[src/rtl/regfile_pkg.sv]
// Shared definitions for the register-file read side: state encoding,
// default geometry and the hardwired-zero register address.
package regfile_pkg;

  localparam int DEFAULT_DATA_WIDTH = 32;
  localparam int DEFAULT_NUM_REGS   = 32;
  localparam int DEFAULT_ADDR_WIDTH = 5;

  // Register 0 always reads as zero and is never a bypass target
  localparam int ZERO_REG = 0;

  typedef enum logic {
    IDLE = 1'b0,
    SCAN = 1'b1
  } state_t;

endpackage

[src/rtl/regfile_read_port_if.sv]
// Request/response bus of the register-file read port.
// The master issues requests and consumes responses; the slave is the read port.
// With REGFILE_READ_PARITY_EN defined the response also carries rsp_parity.
interface regfile_read_port_if #(
  parameter int DATA_WIDTH = 32,
  parameter int ADDR_WIDTH = 5
);

  logic                  req_valid;
  logic                  req_ready;
  logic [ADDR_WIDTH-1:0] req_addr;
  logic                  req_scan;
  logic                  rsp_valid;
  logic                  rsp_ready;
  logic [ADDR_WIDTH-1:0] rsp_addr;
  logic [DATA_WIDTH-1:0] rsp_data;
  logic                  rsp_last;
`ifdef REGFILE_READ_PARITY_EN
  logic                  rsp_parity;

  modport master (
    output req_valid, req_addr, req_scan, rsp_ready,
    input  req_ready, rsp_valid, rsp_addr, rsp_data, rsp_last, rsp_parity
  );

  modport slave (
    input  req_valid, req_addr, req_scan, rsp_ready,
    output req_ready, rsp_valid, rsp_addr, rsp_data, rsp_last, rsp_parity
  );
`else
  modport master (
    output req_valid, req_addr, req_scan, rsp_ready,
    input  req_ready, rsp_valid, rsp_addr, rsp_data, rsp_last
  );

  modport slave (
    input  req_valid, req_addr, req_scan, rsp_ready,
    output req_ready, rsp_valid, rsp_addr, rsp_data, rsp_last
  );
`endif

endinterface

[src/rtl/regfile_read_mux.sv]
// Combinational read value for one address: bank select, hardwired zero
// register, write-to-read bypass, and zero for addresses beyond the bank.
module regfile_read_mux
  import regfile_pkg::*;
#(
  parameter int DATA_WIDTH = DEFAULT_DATA_WIDTH,
  parameter int NUM_REGS   = DEFAULT_NUM_REGS,
  parameter int ADDR_WIDTH = DEFAULT_ADDR_WIDTH
) (
  input  logic [ADDR_WIDTH-1:0]          addr,
  input  logic [NUM_REGS*DATA_WIDTH-1:0] reg_contents,
  input  logic                           wr_enable,
  input  logic [ADDR_WIDTH-1:0]          wr_addr,
  input  logic [DATA_WIDTH-1:0]          wr_data,
  output logic [DATA_WIDTH-1:0]          data
);

  logic [DATA_WIDTH-1:0] bank_val;
  logic                  in_range;
  logic                  is_zero;
  logic                  bypass;

  // Pick the addressed register out of the flattened bank; unmatched addresses stay out of range
  always_comb begin
    bank_val = '0;
    in_range = 1'b0;
    for (int i = 0; i < NUM_REGS; i++) begin
      if (addr == ADDR_WIDTH'(i)) begin
        bank_val = reg_contents[i*DATA_WIDTH +: DATA_WIDTH];
        in_range = 1'b1;
      end
    end
  end

  assign is_zero = (addr == ADDR_WIDTH'(ZERO_REG));
  assign bypass  = wr_enable && (wr_addr == addr);

  // Zero register and out-of-range win over bypass, bypass wins over stored contents
  always_comb begin
    data = bank_val;
    if (!in_range || is_zero) begin
      data = '0;
    end else if (bypass) begin
      data = wr_data;
    end
  end

endmodule

[src/rtl/regfile_read_port.sv]
// Read-side controller for the register bank: single reads and full-bank
// scans over a valid/ready handshake, with a single registered response slot.
// Optional macro REGFILE_READ_PARITY_EN adds rsp_parity (XOR of rsp_data).
module regfile_read_port
  import regfile_pkg::*;
#(
  parameter int DATA_WIDTH = DEFAULT_DATA_WIDTH,
  parameter int NUM_REGS   = DEFAULT_NUM_REGS,
  parameter int ADDR_WIDTH = DEFAULT_ADDR_WIDTH
) (
  input  logic                           clock,
  input  logic                           reset,
  input  logic [NUM_REGS*DATA_WIDTH-1:0] reg_contents,
  input  logic                           wr_enable,
  input  logic [ADDR_WIDTH-1:0]          wr_addr,
  input  logic [DATA_WIDTH-1:0]          wr_data,
  regfile_read_port_if.slave             bus,
  output logic                           busy
);

  state_t                state;
  logic [ADDR_WIDTH-1:0] cnt;
  logic                  slot_free;
  logic                  accept;
  logic                  load_single;
  logic                  load_scan;
  logic                  scan_last;
  logic [ADDR_WIDTH-1:0] sel_addr;
  logic [DATA_WIDTH-1:0] sel_data;

  // The response slot can take new data when empty or when being consumed this cycle
  assign slot_free     = !bus.rsp_valid || bus.rsp_ready;
  assign bus.req_ready = (state == IDLE) && slot_free;
  assign accept        = bus.req_valid && bus.req_ready;
  assign load_single   = accept && !bus.req_scan;
  assign load_scan     = (state == SCAN) && slot_free;
  assign scan_last     = (cnt == ADDR_WIDTH'(NUM_REGS - 1));
  assign sel_addr      = (state == SCAN) ? cnt : bus.req_addr;
  assign busy          = (state != IDLE) || bus.rsp_valid;

  regfile_read_mux #(
    .DATA_WIDTH (DATA_WIDTH),
    .NUM_REGS   (NUM_REGS),
    .ADDR_WIDTH (ADDR_WIDTH)
  ) u_mux (
    .addr         (sel_addr),
    .reg_contents (reg_contents),
    .wr_enable    (wr_enable),
    .wr_addr      (wr_addr),
    .wr_data      (wr_data),
    .data         (sel_data)
  );

  // Scan sequencing and the response register; data is captured once and held until consumed
  always_ff @(posedge clock) begin
    if (reset) begin
      state         <= IDLE;
      cnt           <= '0;
      bus.rsp_valid <= 1'b0;
      bus.rsp_addr  <= '0;
      bus.rsp_data  <= '0;
      bus.rsp_last  <= 1'b0;
`ifdef REGFILE_READ_PARITY_EN
      bus.rsp_parity <= 1'b0;
`endif
    end else begin
      if (load_single || load_scan) begin
        bus.rsp_valid <= 1'b1;
        bus.rsp_addr  <= sel_addr;
        bus.rsp_data  <= sel_data;
        bus.rsp_last  <= load_single || scan_last;
`ifdef REGFILE_READ_PARITY_EN
        bus.rsp_parity <= ^sel_data;
`endif
      end else if (slot_free) begin
        bus.rsp_valid <= 1'b0;
      end

      case (state)
        IDLE: begin
          if (accept && bus.req_scan) begin
            state <= SCAN;
            cnt   <= '0;
          end
        end
        SCAN: begin
          if (slot_free) begin
            if (scan_last) begin
              state <= IDLE;
              cnt   <= '0;
            end else begin
              cnt <= cnt + ADDR_WIDTH'(1);
            end
          end
        end
        default: begin
          state <= IDLE;
        end
      endcase
    end
  end

endmodule

[src/flat_wrapper.sv]
// flat-port wrapper written by rule: the top's interface ports become plain ports
module regfile_read_port_flat import regfile_pkg::*;
#(
  parameter int DATA_WIDTH = DEFAULT_DATA_WIDTH,
  parameter int NUM_REGS   = DEFAULT_NUM_REGS,
  parameter int ADDR_WIDTH = DEFAULT_ADDR_WIDTH
)
  (clock, reset, reg_contents, wr_enable, wr_addr, wr_data, busy, bus_req_valid, bus_req_addr, bus_req_scan, bus_rsp_ready, bus_req_ready, bus_rsp_valid, bus_rsp_addr, bus_rsp_data, bus_rsp_last);
  regfile_read_port_if #(.DATA_WIDTH(DATA_WIDTH), .ADDR_WIDTH(ADDR_WIDTH)) bus_i ();
  input  logic clock;
  input  logic reset;
  input  logic [NUM_REGS*DATA_WIDTH-1:0] reg_contents;
  input  logic wr_enable;
  input  logic [ADDR_WIDTH-1:0] wr_addr;
  input  logic [DATA_WIDTH-1:0] wr_data;
  output logic busy;
  input wire logic [$bits(bus_i.req_valid)-1:0] bus_req_valid;
  input wire logic [$bits(bus_i.req_addr)-1:0] bus_req_addr;
  input wire logic [$bits(bus_i.req_scan)-1:0] bus_req_scan;
  input wire logic [$bits(bus_i.rsp_ready)-1:0] bus_rsp_ready;
  output wire logic [$bits(bus_i.req_ready)-1:0] bus_req_ready;
  output wire logic [$bits(bus_i.rsp_valid)-1:0] bus_rsp_valid;
  output wire logic [$bits(bus_i.rsp_addr)-1:0] bus_rsp_addr;
  output wire logic [$bits(bus_i.rsp_data)-1:0] bus_rsp_data;
  output wire logic [$bits(bus_i.rsp_last)-1:0] bus_rsp_last;
  assign bus_i.req_valid = bus_req_valid;
  assign bus_i.req_addr = bus_req_addr;
  assign bus_i.req_scan = bus_req_scan;
  assign bus_i.rsp_ready = bus_rsp_ready;
  assign bus_req_ready = bus_i.req_ready;
  assign bus_rsp_valid = bus_i.rsp_valid;
  assign bus_rsp_addr = bus_i.rsp_addr;
  assign bus_rsp_data = bus_i.rsp_data;
  assign bus_rsp_last = bus_i.rsp_last;
  regfile_read_port #(.DATA_WIDTH(DATA_WIDTH), .NUM_REGS(NUM_REGS), .ADDR_WIDTH(ADDR_WIDTH)) u_core (.clock(clock), .reset(reset), .reg_contents(reg_contents), .wr_enable(wr_enable), .wr_addr(wr_addr), .wr_data(wr_data), .bus(bus_i), .busy(busy));
endmodule
[config.mk]
export PLATFORM = sky130hd
export DESIGN_NAME = regfile_read_port_flat
export DESIGN_NICKNAME = d
export VERILOG_FILES = /design/src/rtl/regfile_pkg.sv /design/src/rtl/regfile_read_port_if.sv /design/src/rtl/regfile_read_mux.sv /design/src/rtl/regfile_read_port.sv /design/src/flat_wrapper.sv
export SDC_FILE = /design/constraint.sdc
export NUM_CORES = 1
export LEC_CHECK = 0
export ABC_AREA = 1
export CAP_MARGIN = 20
export CORE_AREA = 2 2 439 441
export CTS_CLUSTER_SIZE = 24
export DETAILED_ROUTE_END_ITERATION = 8
export DIE_AREA = 0 0 441 443
export GPL_TIMING_DRIVEN = 0
export HOLD_SLACK_MARGIN = 0.12
export MAX_ROUTING_LAYER = met4
export PLACE_DENSITY_LB_ADDON = 0.1
export REMOVE_ABC_BUFFERS = 1
export SYNTH_ARGS = -nofsm -noshare
export SYNTH_HDL_FRONTEND = slang
export SYNTH_HIERARCHICAL = 1
export SYNTH_SLANG_ARGS = --single-unit
[constraint.sdc]
create_clock -name clock -period 3.3 [get_ports clock]
set_input_delay 0.495 -clock clock [delete_from_list [all_inputs] [get_ports clock]]
set_output_delay 0.495 -clock clock [all_outputs]
set_load 0.01 [all_outputs]
# Yosys cells after proc, flatten, opt, wreduce, memory -nomap -nowiden
# Index checks and enable logic that the tools add are counted.
dict set report totals {
  register_bits 45
}
dict set report classes {
  add_sub_neg 1
  eq_ne 35
  mux 77
  n_bitwise 1
  n_reduce_logical 17
}
# op count
set op_table {}
lappend op_table {{32-bit 2-to-1 mux} 34}
lappend op_table {{5-bit equality test, second input constant} 17}
lappend op_table {{5-bit by 4-bit equality test with 1-bit output, second input constant} 8}
lappend op_table {{1-bit 2-to-1 mux} 37}
lappend op_table {{5-bit by 3-bit equality test with 1-bit output, second input constant} 4}
lappend op_table {{5-bit 2-to-1 mux} 4}
lappend op_table {{5-bit by 2-bit equality test with 1-bit output, second input constant} 2}
lappend op_table {{5-bit case mux with 2 select lines} 1}
lappend op_table {{1-bit logical AND} 6}
lappend op_table {{5-bit by 1-bit adder with 5-bit output, second input constant} 1}
lappend op_table {{5-bit by 1-bit equality test with 1-bit output, second input constant} 1}
lappend op_table {{5-bit equality test} 1}
lappend op_table {{5-bit zero test} 1}
lappend op_table {{1-bit logical OR} 5}
lappend op_table {{2-bit != test, second input constant} 2}
lappend op_table {{1-bit zero test} 3}
lappend op_table {{1-bit case mux with 2 select lines} 1}
lappend op_table {{2-bit AND reduction} 1}
lappend op_table {{2-bit nonzero test} 1}
lappend op_table {{1-bit inverter} 1}

# Logic depth before layout (Yosys ltp)
dict set report logic_depth {
  word_depth 37
  ltp_mapped 32
}

# By module
# Netlist, hierarchy kept.
# mod n_inst cells_each area_each_um2 seq_area_each_um2
set by_module_without_submodules {}
lappend by_module_without_submodules {regfile_read_mux 1 2089 9384.0 0.0}
lappend by_module_without_submodules {regfile_read_port 1 283 2053.2 900.9}

# Worst setup path after synthesis
# Ideal clock, no wire load.
dict set report synth_path {
  path_kind {flip-flop to flip-flop}
  startpoint {reg u_core.state}
  endpoint {reg u_core.bus.rsp_data[26]}
  setup_ns 0.113
  arrival_ns 3.036
  required_time_ns 3.187
  path_slack_ns 0.151
  stages_incl_launch_ff 24
  path_buffers 1
  synth_period_minus_slack_ns 3.149
  cell_sequence {dfxtp_1 > inv_2 > o21ai_0 > nand2_1 > nor2_1 > inv_2 > nor2_2 > inv_2 > nor2_2 > inv_2 > buf_2 > or2_2 > nand2_1 > nand4_1 > nand2_1 > nand3_1 > nand2_1 > nand4_1 > nor2_1 > nand4_1 > a21oi_1 > nor2_1 > nor2_1 > nor2_1}
}
dict set report synth_via {
  elab_chain_cells 37
  word_cells_on_any_way 109
}
# element line
set synth_lines {}
lappend synth_lines {{start, declared} regfile_read_port.sv:21} ;# state_t state;
lappend synth_lines {{start signal, assigned} regfile_read_port.sv:57} ;# state <= IDLE;
lappend synth_lines {{start signal, assigned} regfile_read_port.sv:82} ;# state <= SCAN;
lappend synth_lines {{start signal, assigned} regfile_read_port.sv:89} ;# state <= IDLE;
lappend synth_lines {{5-bit 2-to-1 mux *} regfile_read_port.sv:38} ;# assign sel_addr = (state == SCAN) ? cnt : bus.req_addr;
lappend synth_lines {{via u_core.sel_addr[2]} regfile_read_port.sv:28} ;# logic [ADDR_WIDTH-1:0] sel_addr;
lappend synth_lines {{5-bit zero test} {regfile_read_mux.sv:28, regfile_read_mux.sv:35}}
lappend synth_lines {{1-bit 2-to-1 mux (32 in series)} regfile_read_mux.sv:28} ;# if (addr == ADDR_WIDTH'(i)) begin
lappend synth_lines {{1-bit zero test} regfile_read_mux.sv:41} ;# if (!in_range || is_zero) begin
lappend synth_lines {{1-bit logical OR} regfile_read_mux.sv:41}
lappend synth_lines {{32-bit 2-to-1 mux *} regfile_read_mux.sv:41}
lappend synth_lines {{via u_core.sel_data[26]} regfile_read_port.sv:29} ;# logic [DATA_WIDTH-1:0] sel_data;
lappend synth_lines {{end signal, assigned} regfile_read_port.sv:70} ;# bus.rsp_data <= sel_data;
lappend synth_lines {{end, declared} regfile_read_port_if.sv:38} ;# output req_ready, rsp_valid, rsp_addr, rsp_data, rsp_last
# The timed path passes the listed nets; every way through them passes the cells marked *.
# A chain may end at the register's enable or synchronous reset.

# Worst setup path in the final report
dict set report layout_path {
  startpoint {reg u_core.state}
  endpoint {reg u_core.bus.rsp_data[9]}
}
# Same word-level chain as after synthesis.

==> impl_metrics.env <==
export IMPL_grtUsageTotal=0.1737
export IMPL_fin_area_mm2=0.02902
export IMPL_tns_ns=-33.88
export IMPL_instances_no_fill=6098
export IMPL_dpl_cell_area_mm2=0.02629
export IMPL_worstMarginPinSlew_ns=0.9498
export IMPL_finalPower_mw=6.038
export IMPL_switching_power_mw=2.982
export IMPL_yosysSeqAreaShare=0.07877
export IMPL_row_count=161
export IMPL_clk_pin_slew_ns=0.08
export IMPL_die_y_um=443
export IMPL_crit_required_ns=3.53
export IMPL_cts_hold_buf=0
export IMPL_max_stage_delay_ns=0.42
export IMPL_synth_cells=2372
export IMPL_vias=20450
export IMPL_period_share=1.493
export IMPL_p_leak_nw=10.96
export IMPL_slew_headroom=0.3661
export IMPL_io_buffers=1112
export IMPL_clk_path_buf_depth=2
export IMPL_worstSetupEndpointType="flop"
export IMPL_p_sw_frac=0.4939
export IMPL_slowest_stage="dfxtp_4"
export IMPL_dieArea_mm2=0.1954
export IMPL_postSynthAreaPerCell_um2=4.822
export IMPL_final_util=0.1518
export IMPL_worstSetupPathType="reg -> reg"
export IMPL_hpwl_um=143200
export IMPL_gp_congestion=0.8342
export IMPL_startpoint_type="flop"
export IMPL_core_area_mm2=0.1912
export IMPL_drt_iter0_drc=1014
export IMPL_area_growth_pct=153.7
export IMPL_path_max_fanout=6
export IMPL_synth_warnings=6
export IMPL_vias_per_cell=3.353
export IMPL_drc_errors=0
export IMPL_netlist_area_mm2=0.01144
export IMPL_slew_viol_final=0
export IMPL_pwr_share_comb=0.796
export IMPL_arrival_ns=5.15
export IMPL_max_cap_violations=0
export IMPL_powerDensity_mw_per_mm2=208.1
export IMPL_placedCellCount=5916
export IMPL_vdd_ir_drop_max_mv=0.1844
export IMPL_p_int_mw=3.056
export IMPL_hold_viol=0
export IMPL_drive_above_1_share=0.1604
export IMPL_pwr_share_seq=0.108
export IMPL_violations="setup timing"
export IMPL_dr_pass1_iters=5
export IMPL_ioPinCount=1113
export IMPL_cts_root_buf="clkbuf_16"
export IMPL_drt_wl_total_um=173600
export IMPL_wl_per_cell_um=28.47
export IMPL_insertion_delay_ns=0.33
export IMPL_grt_pass1_vias=21220
export IMPL_period_minus_slack_ns=4.926
export IMPL_ys_seq_elements=45
export IMPL_antenna_found_initial=83
export IMPL_grt_pass1_wl_um=215500
export IMPL_rsz0062_at_grt="yes"
export IMPL_pwr_share_clk=0.096
export IMPL_fin_worst_skew_ns=0.01135
export IMPL_cts_max_level=2
export IMPL_setup_viol=32
export IMPL_synth_distinct_cells=35
export IMPL_status="finished with violations"
export IMPL_die_width_um=441
export IMPL_dp_slack_ns=-3.907
export IMPL_clock_sinks=45
export IMPL_grt_max_degree=46
export IMPL_ant_nets=0
export IMPL_hold_slack_ns=0.5109
export IMPL_initial_core_util=0.05983
export IMPL_clock_fmax_mhz=203.0
export IMPL_finalWorstSetupSlack_ns=-1.626
export IMPL_worstHoldPathType="reg -> reg"
export IMPL_numCtsBuffers=5
export IMPL_grt_ovfl_total=0
export IMPL_cts_tree="done"
export IMPL_fin_nets=4589
worst max-delay path, delay by kind of cell (launching register included):
kind	cells	cell delay [ns]
AO/OA/AOI/OAI	2	0.15
AND/OR/NAND/NOR	22	3.37
buffers and inverters	8	0.83
flip-flops	1	0.42
layout make-up:
cell class / count / area, µm²
Inverter: 194 / 815.8
Timing Repair Buffer: 1278 / 13430
Timing Repair inverter: 2 / 22.52
Clock inverter: 2 / 10.01
Fill cell: 22290 / 162100
Antenna cell: 56 / 140.1
Multi-Input combinational cell: 1989 / 10400
Clock buffer: 6 / 128.9
Tap cell: 2526 / 3161
Sequential cell: 45 / 910.9
repair_timing:
| action | 4_1_cts | 5_1_grt |
|---|---|---|
| cloned | 5 | 2 |
| endpoints found under the setup margin | 32 | 32 |
| resized for setup | 298 | 108 |
| buffers inserted | 79 | 32 |
| pin swaps | 159 | 245 |
final timing paths:
check | cells past startpoint | startpoint | endpoint | slack, ns
max | 32 | u_core/state | u_core/bus.rsp_data[9] | -1.63
min reg2reg | 2 | u_core/cnt[3] | u_core/cnt[3] | 0.51
min | 2 | u_core/cnt[3] | u_core/cnt[3] | 0.51
max reg2reg | 32 | u_core/state | u_core/bus.rsp_data[9] | -1.63
state kept, by name, indices dropped and copies added, names as in the netlist:
name and cells:
u_core/cnt 5, u_core/bus.rsp_addr 5, u_core/bus.rsp_data 32, u_core/bus.rsp_last 1, u_core/state 1, u_core/bus.rsp_valid 1
cell families after synthesis:
group / count (synthesis) / synth area share
adder cells (fa/ha/maj): 2 / 0.002188
XOR/XNOR: 2 / 0.001532
AO/OA/AOI/OAI: 217 / 0.09999
buffers and inverters: 341 / 0.1223
AND/OR/NAND/NOR: 1765 / 0.6952
flip-flops: 45 / 0.07877
power by group through the flow:
stage / Combinational [mW] / Sequential (mW) / Clock, mW
5_1_grt: 5.20 / 0.661 / 0.646
6_report: 4.81 / 0.651 / 0.581
2_1_floorplan: 1.23 / 0.686 / 0
3_5_place_dp: 4.39 / 0.663 / 0
4_1_cts: 4.84 / 0.653 / 0.645
3_3_place_gp: 4.31 / 0.662 / 0
metal layers:
| metal | vias to the layer above | track usage | part of all wire |
|---|---|---|---|
| met4 | 0 | 0.05174 | 0.023 |
| li1 | 9957 | - | - |
| met2 | 657 | 0.3112 | 0.53 |
| met5 | - | - | 0 |
| met3 | 96 | 0.03236 | 0.049 |
| met1 | 9739 | 0.1931 | 0.40 |
synthesized netlist by cell type, drive strengths merged:
cell type | instances | area share
nor2 | 238 | 0.082
a211oi | 2 | 0.0013
inv | 194 | 0.064
dfxtp | 45 | 0.079
a22o | 1 | 0.00077
ha | 2 | 0.0022
nand4 | 181 | 0.10
or2 | 186 | 0.10
nand3 | 116 | 0.051
nor3 | 2 | 0.00088
a21oi | 160 | 0.070
nand3b | 48 | 0.032
clkbuf | 100 | 0.033
nand2 | 994 | 0.33
o2111ai | 1 | 0.00077
o21ai | 34 | 0.015
xnor2 | 2 | 0.0015
a221oi | 6 | 0.0051
buf | 47 | 0.025
o22ai | 13 | 0.0071
placed cells by master (no fill, tap or decap), types with 41 or more instances in the layout:
| cell | count |
|---|---|
| or2_0 | 42 |
| clkdlybuf4s50_1 | 1107 |
| nand2_1 | 880 |
| dfxtp_1 | 41 |
| nor2_1 | 182 |
| nand2_2 | 86 |
| buf_12 | 54 |
| nand4_1 | 180 |
| diode_2 | 56 |
| inv_1 | 164 |
| or2_2 | 113 |
| buf_4 | 61 |
| nand3_1 | 86 |
| nand3b_1 | 48 |
| a21oi_1 | 146 |
Power figures use the tool's default switching activity.
